**config.mk**
```make
export PLATFORM = sky130hd
export DESIGN_NAME = bit_write_controller_flat
export DESIGN_NICKNAME = d
export VERILOG_FILES = /design/src/rtl/bit_write_controller_pkg.sv /design/src/rtl/bit_write_controller_if.sv /design/src/rtl/bit_write_controller_debouncer.sv /design/src/rtl/bit_write_controller.sv /design/src/flat_wrapper.sv
export SDC_FILE = /design/constraint.sdc
export NUM_CORES = 1
export LEC_CHECK = 0
export ABC_AREA = 1
export BUFFER_PORTS_ARGS = -buffer_cell sky130_fd_sc_hd__buf_2
export CAP_MARGIN = 30
export CELL_PAD_IN_SITES_DETAIL_PLACEMENT = 1
export CELL_PAD_IN_SITES_GLOBAL_PLACEMENT = 1
export CORE_MARGIN = 5
export CORE_UTILIZATION = 40
export DETAILED_ROUTE_END_ITERATION = 8
export PLACE_DENSITY = 0.71
export SLEW_MARGIN = 20
export SYNTH_ARGS = -nofsm -noshare
export SYNTH_HDL_FRONTEND = slang
export SYNTH_SLANG_ARGS = --single-unit
```
**constraint.sdc**
```tcl
create_clock -name clk -period 1.68 [get_ports clk]
set_input_delay 0.42 -clock clk [delete_from_list [all_inputs] [get_ports clk]]
set_output_delay 0.42 -clock clk [all_outputs]
set_load 0.005 [all_outputs]
```
**src/rtl/bit_write_controller_pkg.sv**
```systemverilog
// Shared types and constants for the bit-write control front-end.
// Holds the one-hot FSM state encoding, its bit positions and defaults.
package bit_ctrl_pkg;

  localparam int SYNC_STAGES_DEF     = 2;
  localparam int DEBOUNCE_CYCLES_DEF = 1_000_000;
  localparam int IDX_W               = 3;

  localparam int S_INIT     = 0;
  localparam int S_CLR_D1   = 1;
  localparam int S_CLR_D2   = 2;
  localparam int S_IDLE     = 3;
  localparam int S_WR_D2    = 4;
  localparam int S_PUB_D3   = 5;
  localparam int S_WAIT_REL = 6;

  typedef enum logic [6:0] {
    INIT     = 7'b000_0001,
    CLR_D1   = 7'b000_0010,
    CLR_D2   = 7'b000_0100,
    IDLE     = 7'b000_1000,
    WR_D2    = 7'b001_0000,
    PUB_D3   = 7'b010_0000,
    WAIT_REL = 7'b100_0000
  } ctrl_state_t;

endpackage

```
**src/rtl/bit_write_controller_if.sv**
```systemverilog
// Button/switch inputs and datapath control outputs of the controller.
// master: controller side; slave: board/datapath side.
interface bit_write_controller_if;
  import bit_ctrl_pkg::*;

  logic             valid_in;
  logic             clear_in;
  logic [IDX_W-1:0] bit_index;
  logic             bit_value;
  logic [IDX_W-1:0] bit_index_q;
  logic             bit_value_q;
  logic             d1_en;
  logic             d2_en;
  logic             d3_en;
  logic             busy;

  modport master (
    input  valid_in, clear_in,
    input  bit_index, bit_value,
    output bit_index_q, bit_value_q,
    output d1_en, d2_en, d3_en, busy
  );

  modport slave (
    output valid_in, clear_in,
    output bit_index, bit_value,
    input  bit_index_q, bit_value_q,
    input  d1_en, d2_en, d3_en, busy
  );

endinterface

```
**src/rtl/bit_write_controller_debouncer.sv**
```systemverilog
// Synchroniser + debounce counter + rising-edge register for one button.
// Ports: clk, rst_n, raw (async button) -> level (debounced), rise (pulse).
module input_debouncer #(
  parameter int SYNC_STAGES     = 2,
  parameter int DEBOUNCE_CYCLES = 4
) (
  input  logic clk,
  input  logic rst_n,
  input  logic raw,
  output logic level,
  output logic rise
);

  localparam int CW = $clog2(DEBOUNCE_CYCLES + 1);
  localparam logic [CW-1:0] LAST = CW'(DEBOUNCE_CYCLES - 1);

  logic [SYNC_STAGES-1:0] sync_q;
  logic [CW-1:0]          cnt_q;
  logic                   level_q;
  logic                   prev_q;
  logic                   rise_q;
  logic                   sync;

  assign sync  = sync_q[SYNC_STAGES-1];
  assign level = level_q;
  assign rise  = rise_q;

  always_ff @(posedge clk or negedge rst_n) begin
    if (!rst_n) begin
      sync_q  <= '0;
      cnt_q   <= '0;
      level_q <= 1'b0;
      prev_q  <= 1'b0;
      rise_q  <= 1'b0;
    end else begin
      sync_q <= {sync_q[SYNC_STAGES-2:0], raw};
      prev_q <= level_q;
      rise_q <= level_q & ~prev_q;
      // Flip only after a full run of disagreeing cycles.
      if (sync == level_q) begin
        cnt_q <= '0;
      end else if (cnt_q == LAST) begin
        level_q <= sync;
        cnt_q   <= '0;
      end else begin
        cnt_q <= cnt_q + 1'b1;
      end
    end
  end

endmodule

```
**src/rtl/bit_write_controller.sv**
```systemverilog
// Sequences clear/capture/publish enables from debounced button presses.
// Ports: clk, rst_n, bus (master: buttons, switches, enables, busy).
module bit_write_controller
  import bit_ctrl_pkg::*;
#(
  parameter int SYNC_STAGES     = SYNC_STAGES_DEF,
  parameter int DEBOUNCE_CYCLES = DEBOUNCE_CYCLES_DEF
) (
  input logic                    clk,
  input logic                    rst_n,
  bit_write_controller_if.master bus
);

  logic wr_level, wr_rise;
  logic cl_level, cl_rise;
  logic load_wr;
  ctrl_state_t state_q, state_d;
  logic [IDX_W-1:0] idx_q;
  logic val_q;

  input_debouncer #(
    .SYNC_STAGES     (SYNC_STAGES),
    .DEBOUNCE_CYCLES (DEBOUNCE_CYCLES)
  ) u_wr_db (
    .clk   (clk),
    .rst_n (rst_n),
    .raw   (bus.valid_in),
    .level (wr_level),
    .rise  (wr_rise)
  );

  input_debouncer #(
    .SYNC_STAGES     (SYNC_STAGES),
    .DEBOUNCE_CYCLES (DEBOUNCE_CYCLES)
  ) u_cl_db (
    .clk   (clk),
    .rst_n (rst_n),
    .raw   (bus.clear_in),
    .level (cl_level),
    .rise  (cl_rise)
  );

  always_ff @(posedge clk or negedge rst_n) begin
    if (!rst_n) state_q <= INIT;
    else        state_q <= state_d;
  end

  // Requests outside IDLE are dropped; clear beats write.
  always_comb begin
    state_d = state_q;
    load_wr = 1'b0;
    unique case (state_q)
      INIT:     state_d = CLR_D1;
      CLR_D1:   state_d = CLR_D2;
      CLR_D2:   state_d = PUB_D3;
      IDLE: begin
        if (cl_rise) begin
          state_d = CLR_D1;
        end else if (wr_rise) begin
          state_d = WR_D2;
          load_wr = 1'b1;
        end
      end
      WR_D2:    state_d = PUB_D3;
      PUB_D3:   state_d = WAIT_REL;
      WAIT_REL: if (!wr_level && !cl_level) state_d = IDLE;
      default:  state_d = INIT;
    endcase
  end

  always_ff @(posedge clk or negedge rst_n) begin
    if (!rst_n) begin
      idx_q <= '0;
      val_q <= 1'b0;
    end else if (load_wr) begin
      idx_q <= bus.bit_index;
      val_q <= bus.bit_value;
    end
  end

  assign bus.bit_index_q = idx_q;
  assign bus.bit_value_q = val_q;
  assign bus.d1_en = state_q[S_CLR_D1];
  assign bus.d2_en = state_q[S_CLR_D2] | state_q[S_WR_D2];
  assign bus.d3_en = state_q[S_PUB_D3];
  assign bus.busy  = ~state_q[S_IDLE];

endmodule

```
**src/flat_wrapper.sv**
```systemverilog
// flat-port wrapper written by rule: the top's interface ports become plain ports
module bit_write_controller_flat import bit_ctrl_pkg::*;
#(
  parameter int SYNC_STAGES     = SYNC_STAGES_DEF,
  parameter int DEBOUNCE_CYCLES = DEBOUNCE_CYCLES_DEF
)
  (clk, rst_n, bus_valid_in, bus_clear_in, bus_bit_index, bus_bit_value, bus_bit_index_q, bus_bit_value_q, bus_d1_en, bus_d2_en, bus_d3_en, bus_busy);
  bit_write_controller_if bus_i ();
  input logic clk;
  input logic rst_n;
  input wire logic [$bits(bus_i.valid_in)-1:0] bus_valid_in;
  input wire logic [$bits(bus_i.clear_in)-1:0] bus_clear_in;
  input wire logic [$bits(bus_i.bit_index)-1:0] bus_bit_index;
  input wire logic [$bits(bus_i.bit_value)-1:0] bus_bit_value;
  output wire logic [$bits(bus_i.bit_index_q)-1:0] bus_bit_index_q;
  output wire logic [$bits(bus_i.bit_value_q)-1:0] bus_bit_value_q;
  output wire logic [$bits(bus_i.d1_en)-1:0] bus_d1_en;
  output wire logic [$bits(bus_i.d2_en)-1:0] bus_d2_en;
  output wire logic [$bits(bus_i.d3_en)-1:0] bus_d3_en;
  output wire logic [$bits(bus_i.busy)-1:0] bus_busy;
  assign bus_i.valid_in = bus_valid_in;
  assign bus_i.clear_in = bus_clear_in;
  assign bus_i.bit_index = bus_bit_index;
  assign bus_i.bit_value = bus_bit_value;
  assign bus_bit_index_q = bus_i.bit_index_q;
  assign bus_bit_value_q = bus_i.bit_value_q;
  assign bus_d1_en = bus_i.d1_en;
  assign bus_d2_en = bus_i.d2_en;
  assign bus_d3_en = bus_i.d3_en;
  assign bus_busy = bus_i.busy;
  bit_write_controller #(.SYNC_STAGES(SYNC_STAGES), .DEBOUNCE_CYCLES(DEBOUNCE_CYCLES)) u_core (.clk(clk), .rst_n(rst_n), .bus(bus_i));
endmodule
```
# Yosys cells after proc, flatten, opt, wreduce, memory -nomap -nowiden
# Cells that the tools add are included.
[word_totals]
register_bits = 61
latch_bits = 0
ramBits = 0
rom_bits = 0
out_inout_bits = 8
elab_cells = 54
n_memories = 0
[op_classes]
addsub = 2
n_mul = 0
div = 0
magnitude_cmp = 0
eq_ne = 13
n_shift = 0
muxes = 11
bitwise = 8
reduce_logical = 7
[ops]
columns = ["op", "count"]
rows = [
  ["2-to-1 mux 20 bit", 4],
  ["case mux 7 bit (6 select lines)", 1],
  ["adder 20 x 1 -> 20 bit, second input constant", 2],
  ["equality test 20 bit, second input constant", 2],
  ["2-to-1 mux 7 bit", 3],
  ["equality test 7 x 1 -> 1 bit, second input constant", 1],
  ["equality test 7 x 2 -> 1 bit, second input constant", 1],
  ["equality test 7 x 3 -> 1 bit, second input constant", 1],
  ["equality test 7 x 4 -> 1 bit, second input constant", 1],
  ["equality test 7 x 5 -> 1 bit, second input constant", 1],
  ["equality test 7 x 6 -> 1 bit, second input constant", 1],
  ["equality test 7 bit, second input constant", 1],
  ["AND reduction 2 bit", 3],
  ["NOT 1 bit", 5],
  ["2-to-1 mux 1 bit", 3],
  ["inequality test 3 bit, second input constant", 1],
  ["bitwise AND 1 bit", 2],
  ["equality test 1 bit", 2],
  ["logical NOT 1 bit", 2],
  ["inequality test 2 x 1 -> 1 bit, second input constant", 1],
  ["OR reduction 2 bit", 1],
  ["logical AND 1 bit", 1],
  ["OR 1 bit", 1],
]

# Depth between registers and ports, before layout
[depth]
ltp_word = 4
mapped_depth = 9

# Cells and area by module
# From an unflattened synthesis, not the netlist that was laid out.
[unflattened]
hier_cells = 401
area_unflattened_um2 = 3238.1
[modules_own_cells]
columns = ["module", "n_inst", "cells_each", "area_per_inst_um2", "seq_area_each_um2"]
rows = [
  ["input_debouncer", 2, 164, 1318.8, 625.6],
  ["bit_write_controller", 1, 73, 600.6, 276.5],
]

# Worst setup path after synthesis
# OpenSTA, ideal clock, no wires.
[synth_path]
kind = "register -> register"
startpoint = "reg u_core.u_wr_db.cnt_q[0]"
endpoint = "reg u_core.u_wr_db.cnt_q[19]"
setup_time_ps = 122
t_arrival_ps = 1229
path_slack_ps = 329
stages_incl_launch_ff = 9
path_buffers = 0
synth_period_minus_slack_ps = 1351
path_cell_list = "dfrtp_1 > ha_1 > nand2_1 > nor3_2 > nand3_2 > nand2_2 > inv_2 > nand2_1 > nor2_1"
[synth_between]
elab_chain_cells = 3
[synth_rtl]
columns = ["item", "line", "text"]
rows = [
  ["from (decl)", "bit_write_controller_debouncer.sv:18", "logic [CW-1:0] cnt_q;"],
  ["from (signal assigned)", "bit_write_controller_debouncer.sv:46", "cnt_q <= cnt_q + 1'b1;"],
  ["adder 20 x 1 -> 20 bit / equality test 20 bit (equally long branches)", "bit_write_controller_debouncer.sv:46, bit_write_controller_debouncer.sv:42", ""],
  ["2-to-1 mux 20 bit (*)", "bit_write_controller_debouncer.sv:42", "end else if (cnt_q == LAST) begin"],
  ["2-to-1 mux 20 bit (*)", "bit_write_controller_debouncer.sv:40", "if (sync == level_q) begin"],
]
# Mark *: on every way between the ends. The rest lies on a longest branch, timed or not.
# A chain may end at the register's enable or synchronous reset.

# Final worst setup path
[layout_path]
startpoint = "reg u_core.u_cl_db.cnt_q[0]"
endpoint = "reg u_core.u_cl_db.cnt_q[19]"
[layout_between]
elab_chain_cells = 3
[layout_rtl]
columns = ["item", "line"]
rows = [
  ["from (decl)", "bit_write_controller_debouncer.sv:18"],
  ["from (signal assigned)", "bit_write_controller_debouncer.sv:46"],
  ["adder 20 x 1 -> 20 bit / equality test 20 bit (equally long branches)", "bit_write_controller_debouncer.sv:46, bit_write_controller_debouncer.sv:42"],
  ["2-to-1 mux 20 bit (*)", "bit_write_controller_debouncer.sv:42"],
  ["2-to-1 mux 20 bit (*)", "bit_write_controller_debouncer.sv:40"],
]
# Marks and branches as above.

==> impl_metrics.py <==
metrics = {
    "run_status": {
        "outcome": "finished clean",
    },
    "clock_network": {
        "cts_buffer_depth": 2,
        "clk_latency_ps": 330,
        "holdBufCountCts": 0,
        "cts_tree": "done",
        "cts_setup_buffers": 0,
        "cts.sinks": 61,
        "cts_resized": 0,
        "clock_tree.root_cell": "clkbuf_8",
        "h-tree-depth": 3,
        "numCtsBuffers": 9,
        "clkTransAtPathRegs_ps": 70,
    },
    "setup_path": {
        "r2r-start": "u_core.u_cl_db.cnt_q[0]",
        "slowest_delay_ps": 410,
        "rr_endpoint": "u_core.u_cl_db.cnt_q[19]",
        "cp.arrival_ps": 1780,
        "path_cells": "ha_1 > nand2_2 > nor3_2 > nand3_1 > nand2_4 > inv_2 > nand2_1 > nor2_1",
        "end_kind": "register",
        "path_max_fanout": 8,
        "criticalPathCategory": "register to register",
        "cp_slowest_cell": "dfrtp_1",
        "reg2reg_slack_ps": 120,
        "required_ps": 1900,
        "cp-start-kind": "register",
        "rr_worst_depth": 8,
    },
    "floorplan": {
        "die_w_um": 97.4,
        "die-area_mm2": 0.00949,
        "start_util_pct": 41.7,
        "rows": 31,
        "die_h_um": 97.4,
        "io_pins": 16,
        "core_mm2": 0.00733,
    },
    "routing": {
        "met2_length_um": 3010,
        "drt-met1-wl_um": 3500,
        "dr.pass1.iters": 4,
        "drc": 0,
        "route.vias.total": 2448,
        "met3_length_um": 192,
        "drt_iter0_markers": 73,
        "final_antenna_net_count": 0,
        "wl_um": 6760,
        "post_drt_via_cell_ratio": 4.74,
        "wl_per_cell_um": 13.1,
        "top_layer_used": "met4",
    },
    "logic_synthesis": {
        "synth-simple-area-share_pct": 35.4,
        "synth_compound_area_share_pct": 2.13,
        "yosys_warnings": 0,
        "synth_adder_area_share_pct": 0.818,
        "synthXorXnorAreaFrac_pct": 5.73,
        "syn_area_mm2": 0.00306,
        "avgSynthCellArea_um2": 7.96,
        "syn_nets": 394,
        "ys_types": 24,
        "ys_seq_area_share_pct": 50.0,
        "synth_top_family_by_area": "simple AND/OR/NAND/NOR gates",
        "muxShareOfSynthArea_pct": 0,
        "syn_inst": 384,
        "synth_seq_cells": 61,
    },
    "timing": {
        "skew_ps": 8.46,
        "slew-limit-headroom_pct": 73.6,
        "rsz0062_at_grt": "no",
        "setup_viol": 0,
        "fmax_mhz": 642,
        "worst_slack_ps": 123,
        "fin_crit_ps": 1560,
        "slew_viol_final": 0,
        "max_slew.worst_pin.slew_ps": 397,
        "hold_viol": 0,
        "period_share_pct": 92.7,
        "tns_ps": 0,
    },
    "cells_and_area": {
        "fin_nets": 423,
        "final_cells": 516,
        "final_layout_size_suffix_gt1_share_pct": 14.9,
        "diodes": 0,
        "fillers": 911,
        "area_growth_syn_to_layout_pct": 14.0,
        "regArea_mm2": 0.00153,
        "final_common_cell": "nor2_1",
        "multi_input_area_mm2": 0.00136,
        "final_cell_mix": "nor2_1, nand2_1, dfrtp_1, inv_1, nand3_1",
        "fin_util_pct": 47.6,
    },
    "global_routing": {
        "grt_pass1_wl_um": 12000,
        "antenna_found_initial": 0,
        "grt_pass1_vias": 2597,
        "grt_start_max_net_pins": 22,
        "grt_usage_pct": 15.4,
        "grt_overflow": 0,
    },
    "flow_run": {
        "max_cap_viol_count": 0,
    },
    "pwr": {
        "p_sw_mw": 0.624,
        "p_seq_share_pct": 55.6,
        "swShare_pct": 23.2,
        "p_leak_nw": 1.58,
        "p_comb_share_pct": 3.7,
        "cell_internal_pwr_mw": 2.07,
        "p_clk_share_pct": 40.8,
        "p_per_area_mw_per_mm2": 774,
        "max-vdd-ir-drop_uv": 623,
    },
    "placed_design": {
        "post-place-cells": 501,
        "io_buffer_count": 15,
        "hpwl_um": 5390,
        "dpl_worst_slack_ps": 71.5,
        "gp_congestion": 0.823,
    },
    "hold_path": {
        "hold_class": "input pin to async pin",
    },
}
[how the worst max path moves through the flow]
| stage | from | endpoint | slack, ps | depth (start not counted) |
|---|---|---|---|---|
| 2_1_floorplan | u_core.u_wr_db.cnt_q[0] | u_core.u_wr_db.cnt_q[19] | 330 | 8 |
| 3_3_place_gp | u_core.u_cl_db.cnt_q[0] | u_core.u_cl_db.cnt_q[19] | 200 | 8 |
| 3_5_place_dp | u_core.u_wr_db.cnt_q[0] | u_core.u_wr_db.cnt_q[19] | 70 | 8 |
| 4_1_cts | u_core.u_wr_db.cnt_q[0] | u_core.u_wr_db.cnt_q[19] | 70 | 8 |
| 5_1_grt | u_core.u_cl_db.cnt_q[0] | u_core.u_cl_db.cnt_q[19] | 0.9 | 8 |
| 6_report | u_core.u_cl_db.cnt_q[0] | u_core.u_cl_db.cnt_q[19] | 120 | 8 |
[power by group through the flow]
stage	logic [mW]	registers, mW	clock network, mW
final	0.0995	1.50	1.10
after floorplan	0.0375	1.52	0
after detailed placement	0.102	1.53	0
after global placement	0.0984	1.52	0
after global routing	0.115	1.50	1.23
after CTS	0.102	1.50	1.15
[Yosys cell counts, drive strengths merged]
cell / n / area [µm²]
nand3: 20 / 115
nor3b: 2 / 15.0
xor2: 16 / 140
o22ai: 1 / 6.26
inv: 49 / 184
dfrtp: 60 / 1500
xnor2: 4 / 35.0
nand3b: 2 / 15.0
nor2: 100 / 425
dfstp: 1 / 26.3
o21ai: 4 / 20.0
a21oi: 6 / 30.0
a31o: 1 / 8.76
nand2: 97 / 384
nor3: 11 / 76.3
ha: 2 / 25.0
nand4: 8 / 50.1
[registers in the layout, summed over array words and instances, names as in the netlist, 2 cells and up]
| register | flops |
|---|---|
| u_core.bus.bit_index_q | 3 |
| u_core.u_wr_db.sync_q | 2 |
| u_core.state_q | 7 |
| u_core.u_cl_db.sync_q | 2 |
| u_core.u_wr_db.cnt_q | 20 |
| u_core.u_cl_db.cnt_q | 20 |
[logic make-up after synthesis]
| kind of cell | Yosys count |
|---|---|
| AO/OA/AOI/OAI | 12 |
| XOR/XNOR | 20 |
| adder cells (fa/ha/maj) | 2 |
| buffers and inverters | 49 |
| flip-flops | 61 |
| AND/OR/NAND/NOR | 240 |
[worst max-delay path, delay by kind of cell (launching register included)]
family	cells	cell delay, ps
fa+ha+maj	1	230
flops	1	410
buf+inv	1	70
simple gates	6	740
[layout make-up]
type | count | area share [%]
Clock buffer | 10 | 3.95
Clock inverter | 5 | 0.790
Inverter | 49 | 5.28
Multi-Input combinational cell | 274 | 39.1
Sequential cell | 61 | 43.8
Tap cell | 99 | 3.55
Timing Repair Buffer | 18 | 3.52
[per-stage QoR]
step / hold slack [ps] / power, mW / area, µm²
after detailed placement: 339 / 1.63 / 3300
after global placement: 335 / 1.62 / 3300
after CTS: 10.9 / 2.75 / 3470
final: 7.70 / 2.70 / 3490
after floorplan: 124 / 1.56 / 3060
after global routing: 19.7 / 2.84 / 3490
[layer usage]
metal	up-vias	global-route usage, %
met1	1177	21.6
met2	24	23.2
met4	0	4.69
li1	1241	-
met3	6	3.95
met5	-	0
Power figures use the tool's default switching activity.
